## src/rtl/benes_pkg.sv

```systemverilog
// benes_pkg: shared sizes and types for the 16-port Benes permutation network
package benes_pkg;
    localparam int N            = 16;
    localparam int STAGES       = 7;
    localparam int SW_PER_STAGE = 8;
    localparam int DATA_W_DEF   = 4;
    typedef logic [DATA_W_DEF-1:0] lane_t;
    typedef logic [SW_PER_STAGE-1:0] stage_ctrl_t;
endpackage

```

## src/rtl/switch_2x2.sv

```systemverilog
// switch_2x2: combinational two-lane exchange, sel=1 swaps the lanes
module switch_2x2 import benes_pkg::*; #(
    parameter int W = DATA_W_DEF
) (
    input  logic [W-1:0] in0,
    input  logic [W-1:0] in1,
    input  logic         sel,
    output logic [W-1:0] out0,
    output logic [W-1:0] out1
);
    assign out0 = sel ? in1 : in0;
    assign out1 = sel ? in0 : in1;
endmodule

```

## src/rtl/network_module.sv

```systemverilog
// network_module: 16x16 Benes network, 7 stages of 2x2 switches with registered output lanes
module network_module import benes_pkg::*; #(
    parameter int DATA_W = DATA_W_DEF
) (
    input  logic              clk,
    input  logic              rst,
    input  logic [DATA_W-1:0] i_port     [0:N-1],
    input  stage_ctrl_t       switch_set [0:STAGES-1],
    output logic [DATA_W-1:0] o_port     [0:N-1]
);
    // Even lines of a block go to its lower half, odd lines to its upper half.
    function automatic int unshuffle(input int b, input int j);
        int r;
        r = j % b;
        return j - r + ((r % 2 == 0) ? r / 2 : b / 2 + r / 2);
    endfunction

    // Lower half of a block interleaves onto even lines, upper half onto odd lines.
    function automatic int shuffle(input int b, input int j);
        int r;
        r = j % b;
        return j - r + ((r < b / 2) ? 2 * r : 2 * (r - b / 2) + 1);
    endfunction

    // Block size of the wiring that follows stage t: 16, 8, 4 going in, 4, 8, 16 coming out.
    function automatic int blk(input int t);
        return (t < 3) ? (N >> t) : (4 << (t - 3));
    endfunction

    // Line d after stage t is fed by line src_line(t, d) of that stage's output:
    // the source of an unshuffle is a shuffle of the destination and vice versa.
    function automatic int src_line(input int t, input int d);
        return (t < 3) ? shuffle(blk(t), d) : unshuffle(blk(t), d);
    endfunction

    logic [DATA_W-1:0] d_port [0:N-1];

    for (genvar s = 0; s < STAGES; s++) begin : g_stage
        logic [DATA_W-1:0] lv [0:N-1];
        logic [DATA_W-1:0] mv [0:N-1];
        for (genvar j = 0; j < N; j++) begin : g_line
            if (s == 0) begin : g_in
                assign lv[j] = i_port[j];
            end else begin : g_wire
                assign lv[j] = g_stage[s-1].mv[src_line(s - 1, j)];
            end
        end
        for (genvar k = 0; k < SW_PER_STAGE; k++) begin : g_sw
            switch_2x2 #(.W(DATA_W)) u_sw (
                .in0  (lv[2*k]),
                .in1  (lv[2*k+1]),
                .sel  (switch_set[s][k]),
                .out0 (mv[2*k]),
                .out1 (mv[2*k+1])
            );
        end
    end

    for (genvar j = 0; j < N; j++) begin : g_out
        assign d_port[j] = g_stage[STAGES-1].mv[j];
    end

    // Output lane register: clears on reset, otherwise captures the last stage.
    always_ff @(posedge clk) begin
        for (int j = 0; j < N; j++) o_port[j] <= rst ? '0 : d_port[j];
    end
endmodule

```

## config.mk

```make
export PLATFORM = sky130hd
export DESIGN_NAME = network_module
export DESIGN_NICKNAME = d
export VERILOG_FILES = /design/src/rtl/benes_pkg.sv /design/src/rtl/switch_2x2.sv /design/src/rtl/network_module.sv
export SDC_FILE = /design/constraint.sdc
export NUM_CORES = 1
export LEC_CHECK = 0
export ABC_CLOCK_PERIOD_IN_PS = 1800
export CORE_MARGIN = 8
export CORE_UTILIZATION = 25
export CTS_CLUSTER_DIAMETER = 100
export DETAILED_ROUTE_END_ITERATION = 8
export PLACE_DENSITY_LB_ADDON = 0.12
export SETUP_SLACK_MARGIN = 0.3
export SLEW_MARGIN = 20
export SYNTH_ARGS = -nofsm -noshare
export SYNTH_HDL_FRONTEND = slang
export SYNTH_SLANG_ARGS = --single-unit
```

## constraint.sdc

```tcl
create_clock -name clk -period 1.8 [get_ports clk]
set_input_delay 0.36 -clock clk [delete_from_list [all_inputs] [get_ports clk]]
set_output_delay 0.36 -clock clk [all_outputs]
set_load 0.005 [all_outputs]
```

Word level (Yosys, flattened, before mapping)

Index checks and enable logic that the tools add are counted.

Register bits: 64
Bits of input ports: 122
Word-level logic and storage cells: 128

Mux-type cells: 112

Operators with widths:

| cell    | count |
|---|---|
| $mux W4 | 112 |

Logic depth before layout (Yosys ltp)

Gate-level depths: netlist of run 1.

Word-level depth: 7
Depth in mapped cells: 7

Modules after synthesis

From an unflattened synthesis of run 1, not the netlist that was laid out.

Cells, all modules: 639
Area, all modules: 9,275.1 µm²

Modules (own cells, without submodules):

| module         | times used | cells an instance | area an instance (µm²) | sequential area each (µm²) |
|---|---|---|---|---|
| switch_2x2     | 56         | 9                 | 131.4                  | 0.0 |
| network_module | 1          | 135               | 1,918.1                | 1,281.2 |

Least setup slack after synthesis of run 1

OpenSTA, ideal clock, no wires.

Kind: input port to flip-flop
Start: in switch_set[48] (netlist bit)
End: reg o_port[51] (netlist bit)
Data arrival time: 1.603 ns
Required time: 1.668 ns
Slack: 0.065 ns
Stages on the path: 7
Buffers on the path: 1
Cell sequence: buf_6 mux2i_1 o22ai_1 nor2_2 o22ai_1 o32ai_1 o22ai_1

Cells in the longest elaborated chain, start to end: 7
Elaborated cells on any way between the ends: 29

Ends and longest elaborated chain:

| what                                            | line                               | source |
|---|---|---|
| start: declaration                              | network_module.sv:8                | `input stage_ctrl_t switch_set [0:STAGES-1],` |
| $mux W4, on equally long branches (2 in series) | switch_2x2.sv:12, switch_2x2.sv:11 |  |
| $mux W4, on equally long branches               | switch_2x2.sv:11, switch_2x2.sv:12 |  |
| $mux W4 (2 in series)                           | switch_2x2.sv:11                   | `assign out0 = sel ? in1 : in0;` |
| $mux W4                                         | switch_2x2.sv:12                   | `assign out1 = sel ? in0 : in1;` |
| $mux W4 *                                       | switch_2x2.sv:12                   |  |
| end: declaration                                | network_module.sv:9                | `output logic [DATA_W-1:0] o_port [0:N-1]` |

Every way passes the cells marked *; elsewhere a longest branch is shown, timed or not.
A chain may end at the register's enable or synchronous reset.

Worst setup path in the final report of run 1

Start: in switch_set[30] (netlist bit)
End: reg o_port[4] (netlist bit)

Cells in the longest elaborated chain, start to end: 4

Ends and longest elaborated chain:

| what                  | line |
|---|---|
| $mux W4 (3 in series) | switch_2x2.sv:12 |
| $mux W4               | switch_2x2.sv:11 |

Every way passes these cells.

==> impl_metrics.py, run 1 <==
metrics = {
    "status": {
        "outcome": "finished, violations left",
        "violations": "negative setup slack",
    },
    "clock_tree": {
        "cts_buffer_depth": 2,
        "cts_hold_buf": 0,
        "cts_tree": "done",
        "htree_levels": 3,
        "numCtsBuffers": 9,
        "cts.sinks": 64,
        "clockRootBuffer": "clkbuf_16",
        "clk_pin_slew_ns": 0.06,
    },
    "hold_path": {
        "holdCritPathClass": "primary input to flip-flop",
    },
    "cells_and_area": {
        "multiInputGateArea_um2": 8270,
        "regMostFlops": "o_port",
        "drive_above_1_share": 0.6250,
        "filler_cell_count": 2153,
        "register_area_um2": 1282,
        "reg_top3": "o_port (64)",
        "syn_to_final_growth_pct": 125.2,
        "largest_register_ffs": 64,
        "num_antenna_cells": 0,
        "nNetsFinal": 1301,
    },
    "yosys": {
        "ys_seq_area_frac": 0.2029,
        "synth_area_um2": 6314,
        "synth.avg_cell_area_um2": 7.843,
        "yosysUniqueCellTypes": 18,
        "syn_inst": 805,
        "yosysWarnings": 0,
        "yosysTopAreaCellShare": 0.2854,
        "synthTopCellsByArea": "o22ai_1 (29%), dfxtp_1 (20%), o221ai_1 (8.9%), o32ai_1 (8.9%), mux2i_1 (8.2%)",
        "synth_top_cell_by_area": "o22ai_1",
        "syn-num-nets": 927,
        "ys_ff_latch": 64,
    },
    "grt": {
        "grtUsageTotal": 0.2202,
        "antenna_found_initial": 0,
        "grt_max_degree": 17,
        "grt_pass1_vias": 9300,
        "overflow": 0,
        "grt_pass1_wl_um": 53150,
    },
    "drt": {
        "drt_iter0_markers": 725,
        "vias_per_cell": 6.100,
        "wl_per_cell_um": 24.03,
        "antenna_left": 0,
        "drc": 0,
        "first_pass_iters": 7,
        "routed_wl_um": 36380,
        "vias": 9235,
    },
    "worst_setup_path": {
        "worst_ep_arrival_time_ns": 2.20,
        "cp_max_fo": 8,
        "critPathLaunchType": "primary input",
        "path_class": "primary input to flip-flop",
        "required_ns": 2.06,
        "end_kind": "flip-flop",
    },
    "floorplanning": {
        "dieArea_um2": 30600,
        "coreArea_um2": 24960,
        "start_util": 0.2529,
        "num_io_pins": 186,
        "dieHeight_um": 174.9,
        "fp.dieW_um": 174.9,
        "num_rows": 58,
    },
    "place": {
        "place_hpwl_um": 27160,
        "dp_slack_ns": -1.083,
        "gp_congestion": 0.9187,
        "io_buffers": 185,
    },
    "timing": {
        "setup_violations": 58,
        "slew_viol_final": 0,
        "fmax_ghz": 0.5144,
        "relSlewSlack": 0.6825,
        "setup_slack_ns": -0.1440,
        "setup_tns_ns": -3.480,
        "fin_crit_sh": 1.080,
        "grt_setup_unrepaired": "true",
        "fin_crit_ns": 1.944,
        "tightest_slew_ns": 0.4757,
        "hold_violations": 0,
    },
    "power_and_ir_drop": {
        "p_per_area_nw_per_um2": 595.0,
        "ir_drop_mv": 0.4561,
        "power.leakage_uw": 0.004993,
    },
    "run": {
        "drv_cap": 0,
    },
}
timing repair:
item / CTS / global route
endpoints found under the setup margin: 128 / 64
resized for setup: 559 / 162
setup buffers: 32 / 7
pin swaps: 96 / 71
hold endpoints to repair: 0 / 0
final timing paths:
check | start | endpoint | cells after the start
worst max-delay path | switch_set[30] | o_port[4] | 6
worst min-delay path | switch_set[0] | o_port[58] | 3
synthesized netlist by cell type (all sizes together):
| cell | n |
|---|---|
| clkbuf | 17 |
| or2b | 7 |
| or2 | 40 |
| o32ai | 64 |
| o221ai | 64 |
| dfxtp | 64 |
| o22ai | 288 |
| mux2i | 64 |
| inv | 8 |
| nand2b | 65 |
| buf | 28 |
| nor2 | 64 |
| nand2 | 32 |
cells by family (layout without fill, tap and decap cells):
kind of cell	Yosys count	count (layout)	synth area share
AO/OA/AOI/OAI	416	416	0.4629
buffers and inverters	53	432	0.04340
flip-flops	64	64	0.2029
multiplexers	64	64	0.1086
AND/OR/NAND/NOR	208	208	0.1821
layer usage:
metal / vias to the layer above / wire length (µm) / global-route usage
li1: 4216 / - / -
met1: 4472 / 15230 / 0.2729
met2: 438 / 17330 / 0.3639
met3: 109 / 2391 / 0.04662
met4: 0 / 1417 / 0.09290
met5: - / 0 / 0
area by class of cell:
| class | instances | share of cell area |
|---|---|---|
| clock buffer | 10 | 0.01681 |
| clock inverter | 6 | 0.004839 |
| inverter | 8 | 0.002112 |
| multi-input combinational | 688 | 0.5816 |
| sequential | 64 | 0.09019 |
| tap | 330 | 0.02904 |
| timing repair buffer | 408 | 0.2754 |
power by group:
part	switching (µW)	internal, µW
sequential	43.5	1580
combinational	2610	2440
clock	674	1110
total	3330	5130
layout by cell type (no fill, tap or decap), types with 27 or more instances in the layout:
master | netlist | final
buf_4 | 0 | 143
o22ai_2 | 0 | 134
dlygate4sd2_1 | 0 | 132
o22ai_1 | 288 | 92
dfxtp_1 | 64 | 63
o22ai_4 | 0 | 62
mux2i_4 | 0 | 57
buf_6 | 8 | 55
o32ai_2 | 0 | 51
nand2b_1 | 65 | 37
o221ai_1 | 64 | 33
nor2_2 | 32 | 32
buf_12 | 0 | 30
clkdlybuf4s50_1 | 0 | 29
or2_2 | 40 | 27
metrics by stage:
step                      total power [µW]  hold WS [ns]    util  instance area [µm²]  instances
after global routing                  8807        0.8823  0.5696                14220       1514
after floorplan                       3301        0.6442       -                 7093        805
after global placement                5344         1.073  0.4276                10680       1459
after CTS                             8001        0.8117  0.5338                13330       1507
final                                 8461        0.8300  0.5696                14220       1514
after detailed placement              5339         1.068  0.4276                10680       1459
critical path, stage by stage:
cell and delay, ns:
clkdlybuf4s50_1 0.68, nand2_1 0.37, o221ai_1 0.33, o32ai_2 0.12
buf_4 0.17, o22ai_2 0.16
Note: power is estimated with default switching activity, not from simulation.
==> run 2: changes to the inputs <==
--- a/config.mk
+++ b/config.mk
@@ -8,6 +8,7 @@
 export ABC_CLOCK_PERIOD_IN_PS = 1800
 export CORE_MARGIN = 8
 export CORE_UTILIZATION = 25
+export CTS_BUF_LIST = sky130_fd_sc_hd__clkbuf_4
 export CTS_CLUSTER_DIAMETER = 100
 export DETAILED_ROUTE_END_ITERATION = 8
 export PLACE_DENSITY_LB_ADDON = 0.12
==> impl_metrics.py, run 2 (same netlist as run 1, synthesis figures left out) <==
metrics = {
    "drt": {
        "routed_wl_um": 36620,
        "antenna_left": 0,
        "drt_iter0_markers": 630,
        "drc": 0,
        "vias_per_cell": 6.039,
        "vias": 9251,
        "wl_per_cell_um": 23.90,
        "first_pass_iters": 6,
    },
    "cells_and_area": {
        "nNetsFinal": 1317,
        "reg_top3": "o_port (64)",
        "final_common_cell": "o22ai_2",
        "drive_above_1_share": 0.6625,
        "regMostFlops": "o_port",
        "fin_area_um2": 14660,
        "largest_register_ffs": 64,
        "register_area_um2": 1299,
        "multiInputGateArea_um2": 8602,
        "syn_to_final_growth_pct": 132.2,
        "filler_cell_count": 2101,
        "most-common-layout-cells": "o22ai_2 (142), buf_4 (138), dlygate4sd2_1 (123), o22ai_1 (77), buf_6 (72)",
    },
    "floorplanning": {
        "num_io_pins": 186,
        "coreArea_um2": 24960,
        "dieArea_um2": 30600,
        "dieHeight_um": 174.9,
        "fp.dieW_um": 174.9,
        "start_util": 0.2529,
        "num_rows": 58,
    },
    "timing": {
        "setup_violations": 5,
        "grt_setup_unrepaired": "true",
        "relSlewSlack": 0.6568,
        "tightest_slew_ns": 0.5143,
        "setup_slack_ns": -0.01595,
        "hold_violations": 0,
        "slew_viol_final": 0,
        "fmax_ghz": 0.5507,
        "fin_crit_ns": 1.816,
        "fin_crit_sh": 1.009,
        "setup_tns_ns": -0.04771,
    },
    "worst_setup_path": {
        "path_class": "primary input to flip-flop",
        "cp_slowest_stage_delay_ns": 0.31,
        "critPathLaunchType": "primary input",
        "slowest_stage": "mux2i_4",
        "worst_ep_arrival_time_ns": 2.12,
        "end_kind": "flip-flop",
        "required_ns": 2.11,
        "cp_cell_sequence": "buf_6 -> buf_12 -> buf_12 -> mux2i_4 -> buf_12 -> o22ai_4 -> nor2_4 -> o22ai_2 -> o32ai_2 -> buf_4 -> o22ai_2",
        "cpMostUsedCell": "buf_12",
        "cp_max_fo": 7,
    },
    "place": {
        "dpl_cell_area_um2": 10680,
        "gp_congestion": 0.9187,
        "io_buffers": 185,
        "place_hpwl_um": 27160,
    },
    "grt": {
        "grt_pass1_vias": 9368,
        "antenna_found_initial": 2,
        "grtUsageTotal": 0.2239,
        "grt_max_degree": 17,
        "grt_pass1_wl_um": 54080,
        "overflow": 0,
    },
    "clock_tree": {
        "htree_levels": 3,
        "clockRootBuffer": "clkbuf_4",
        "cts_tree": "done",
        "cts.sinks": 64,
        "clk_pin_slew_ns": 0.12,
        "cts_buffer_depth": 2,
        "cts_hold_buf": 0,
        "numCtsBuffers": 9,
    },
    "power_and_ir_drop": {
        "p_per_area_nw_per_um2": 540.4,
        "ir_drop_mv": 0.4220,
        "power.leakage_uw": 0.005112,
    },
    "hold_path": {
        "hold_end": "o_port[41]",
        "holdCritPathClass": "primary input to flip-flop",
        "min-delay-start": "switch_set[2]",
        "hold_depth": 3,
    },
    "status": {
        "violations": "negative setup slack",
        "outcome": "finished, violations left",
    },
    "run": {
        "drv_cap": 0,
    },
}
run 2: cell types whose count changed in the layout (fill, tap and decap cells not counted), moves of 8 or more:
cell and change:
clkbuf_16 -9, clkbuf_4 +9, dlygate4sd2_1 -9, dfxtp_2 +13
o22ai_1 -15, o22ai_2 +8, o221ai_1 -12, dfxtp_1 -13
buf_6 +17
run 2: worst max-delay path, delay by kind of cell:
family | cells | cell delay, ns
simple gates | 1 | 0.19
compound gates | 4 | 0.59
buf+inv | 5 | 0.66
mux | 1 | 0.31
run 2: final cells by class:
type | instances | share of cell area
Antenna cell | 2 | 0.0003414
Clock inverter | 7 | 0.004950
Multi-Input combinational cell | 688 | 0.5867
Inverter | 8 | 0.002048
Tap cell | 330 | 0.02816
Timing Repair Buffer | 424 | 0.2846
Sequential cell | 64 | 0.08858
Clock buffer | 9 | 0.004608
run 2: routing by layer:
| metal | wire (µm) | vias to the layer above | global-route usage |
|---|---|---|---|
| met5 | 0 | - | 0 |
| met4 | 1328 | 0 | 0.07983 |
| met3 | 2534 | 99 | 0.04835 |
| met2 | 17820 | 418 | 0.3810 |
| met1 | 14930 | 4490 | 0.2735 |
| li1 | - | 4244 | - |
run 2: report_power, final:
| group | switching [µW] | leakage, µW | internal (µW) | total [µW] |
|---|---|---|---|---|
| clock | 579 | 0.0000735 | 422 | 1000 |
| sequential | 43.7 | 0.000536 | 1580 | 1620 |
| combinational | 2720 | 0.00450 | 2580 | 5300 |
run 2: how the worst max path moves through the flow:
stage,startpoint,to,cells past startpoint,slack (ns)
3_3_place_gp,switch_set[52],o_port[20],10,-1.07
3_5_place_dp,switch_set[49],o_port[47],9,-1.08
2_1_floorplan,switch_set[50],o_port[1],7,0.11
6_report,switch_set[49],o_port[26],11,-0.02
4_1_cts,switch_set[50],o_port[16],12,0.08
5_1_grt,switch_set[49],o_port[40],11,-0.06
run 2: through the flow:
step | setup slack, ns | utilization | cells | hold WS (ns) | power [µW]
2_1_floorplan | 0.1082 | - | 805 | 0.6442 | 3301
3_3_place_gp | -1.068 | 0.4276 | 1459 | 1.073 | 5344
3_5_place_dp | -1.083 | 0.4276 | 1459 | 1.068 | 5339
4_1_cts | 0.07834 | 0.5463 | 1517 | 0.6753 | 7400
5_1_grt | -0.05725 | 0.5873 | 1532 | 0.7412 | 8278
6_report | -0.01595 | 0.5873 | 1532 | 0.7326 | 7923
run 2: repair_timing:
| action | in CTS | in global routing |
|---|---|---|
| resized for setup | 630 | 177 |
| buffers inserted | 42 | 13 |
| setup endpoints to repair | 128 | 64 |
| pin swaps | 126 | 66 |
==> run 3: changes to the inputs <==
--- a/config.mk
+++ b/config.mk
@@ -12,6 +12,7 @@
 export CTS_CLUSTER_DIAMETER = 100
 export DETAILED_ROUTE_END_ITERATION = 8
 export PLACE_DENSITY_LB_ADDON = 0.12
+export REMOVE_ABC_BUFFERS = 1
 export SETUP_SLACK_MARGIN = 0.3
 export SLEW_MARGIN = 20
 export SYNTH_ARGS = -nofsm -noshare
==> impl_metrics.py, run 3 (same netlist as run 1, synthesis figures left out) <==
metrics = {
    "status": {
        "outcome": "completed",
    },
    "cells_and_area": {
        "nNetsFinal": 1330,
        "drive_above_1_share": 0.6064,
        "reg_top3": "o_port (64)",
        "multiInputGateArea_um2": 7876,
        "final_common_cell": "buf_4",
        "filler_cell_count": 2194,
        "syn_to_final_growth_pct": 119.5,
        "final_core_util": 0.5552,
        "largest_register_ffs": 64,
        "regMostFlops": "o_port",
        "most-common-layout-cells": "buf_4 (173), o22ai_2 (138), dlygate4sd2_1 (122), o22ai_4 (81), o22ai_1 (69)",
        "register_area_um2": 1289,
    },
    "power_and_ir_drop": {
        "p_sw_frac": 0.4138,
        "power.switching_uw": 3162,
        "comb_power_share": 0.661,
        "power.leakage_uw": 0.005091,
        "clkPwrFrac": 0.127,
        "p_total_uw": 7641,
        "seqPwrFrac": 0.211,
        "p_per_area_nw_per_um2": 551.3,
        "ir_drop_mv": 0.3835,
        "p_int_uw": 4479,
    },
    "timing": {
        "fin_crit_ns": 1.762,
        "grt_setup_unrepaired": "true",
        "relSlewSlack": 0.6828,
        "fmax_ghz": 0.5676,
        "setup_violations": 0,
        "fin_crit_sh": 0.9788,
        "tightest_slew_ns": 0.4758,
        "hold_violations": 0,
        "slew_viol_final": 0,
    },
    "grt": {
        "grt_max_degree": 17,
        "overflow": 0,
        "grt_pass1_vias": 9337,
        "antenna_found_initial": 1,
        "grtUsageTotal": 0.2243,
        "grt_pass1_wl_um": 54230,
    },
    "drt": {
        "vias": 9216,
        "antenna_left": 0,
        "vias_per_cell": 5.973,
        "routed_wl_um": 36350,
        "met3_length_um": 2083,
        "wl_met2_um": 17540,
        "top_layer": "met4",
        "met1_length_um": 15480,
        "first_pass_iters": 5,
        "drt_iter0_markers": 575,
        "wl_per_cell_um": 23.56,
        "drc": 0,
    },
    "floorplanning": {
        "num_rows": 58,
        "dieHeight_um": 174.9,
        "dieArea_um2": 30600,
        "start_util": 0.2529,
        "coreArea_um2": 24960,
        "fp.dieW_um": 174.9,
        "num_io_pins": 186,
    },
    "worst_setup_path": {
        "required_ns": 2.12,
        "critPathLaunchType": "primary input",
        "end_kind": "flip-flop",
        "cp_max_fo": 8,
        "worst_ep_arrival_time_ns": 2.08,
        "path_class": "primary input to flip-flop",
    },
    "clock_tree": {
        "cts_tree": "done",
        "clk_pin_slew_ns": 0.11,
        "clockRootBuffer": "clkbuf_4",
        "cts.sinks": 64,
        "numCtsBuffers": 9,
        "cts_buffer_depth": 2,
        "htree_levels": 3,
    },
    "place": {
        "io_buffers": 185,
        "gp_congestion": 0.9814,
        "place_hpwl_um": 27600,
    },
    "run": {
        "drv_cap": 0,
    },
    "hold_path": {
        "holdCritPathClass": "primary input to flip-flop",
    },
}
[run 3: cell count changes in the layout (fill, tap and decap cells not counted), sizes merged]
cell           delta
clkinv            -3
diode             -1
clkdlybuf4s15    +15
clkdlybuf4s50     -7
dlymetal6s2s      -3
inv               -1
clkbuf            -2
dlygate4sd2       -1
clkinvlp          +1
buf              +13
[run 3: metal layers]
layer,track usage,up-vias
li1,-,4254
met1,0.2798,4482
met2,0.3781,393
met3,0.04403,87
met4,0.07877,0
met5,0,-
[run 3: repair_timing]
item | CTS | global route
hold endpoints to repair | 0 | 0
endpoints found under the setup margin | 128 | 64
buffers inserted | 35 | 10
hold buffers | 0 | 0
gates resized for setup | 679 | 124
gates cloned | 0 | 0
pin swaps | 150 | 73
[run 3: cell type report]
class / count / area share
Clock inverter: 4 / 0.003340
Clock buffer: 11 / 0.005958
Antenna cell: 1 / 0.0001805
Inverter: 8 / 0.002437
Tap cell: 330 / 0.02979
Multi-Input combinational cell: 688 / 0.5682
Sequential cell: 64 / 0.09298
Timing Repair Buffer: 437 / 0.2971
[run 3: worst max-delay path, cell delays in order]
cell and delay (ns):
buf_6 0.07, buf_12 0.14, buf_12 0.11, mux2i_4 0.29, buf_4 0.16, o22ai_2 0.07
nor2_2 0.17, buf_12 0.15, o221ai_1 0.15, o32ai_2 0.17, buf_4 0.17, o22ai_1 0.06
[run 3: final timing paths]
kind / startpoint / end / slack [ns] / depth (start not counted)
setup / recovery: switch_set[52] / o_port[1] / 0.04 / 12
hold / removal: switch_set[0] / o_port[60] / 0.73 / 3
[run 3: power by group through the flow]
stage / registers (µW) / clock network, µW / logic (µW)
after floorplan: 1670 / 0 / 1350
after global placement: 1650 / 0 / 3510
after detailed placement: 1650 / 0 / 3510
after CTS: 1620 / 1010 / 4630
after global routing: 1630 / 1080 / 5280
final: 1610 / 973 / 5050
[run 3: metrics by stage]
stage | hold slack (ns) | cells | setup slack (ns) | instance area, µm² | TNS, ns
2_1_floorplan | 0.5749 | 760 | 0.2112 | 6070 | 0
3_3_place_gp | 1.069 | 1482 | -1.138 | 10140 | -58.08
3_5_place_dp | 1.068 | 1482 | -1.073 | 10140 | -58.66
4_1_cts | 0.6852 | 1532 | 0.1042 | 13160 | 0
5_1_grt | 0.7211 | 1543 | 0.004423 | 13860 | 0
6_report | 0.7337 | 1543 | 0.03808 | 13860 | 0
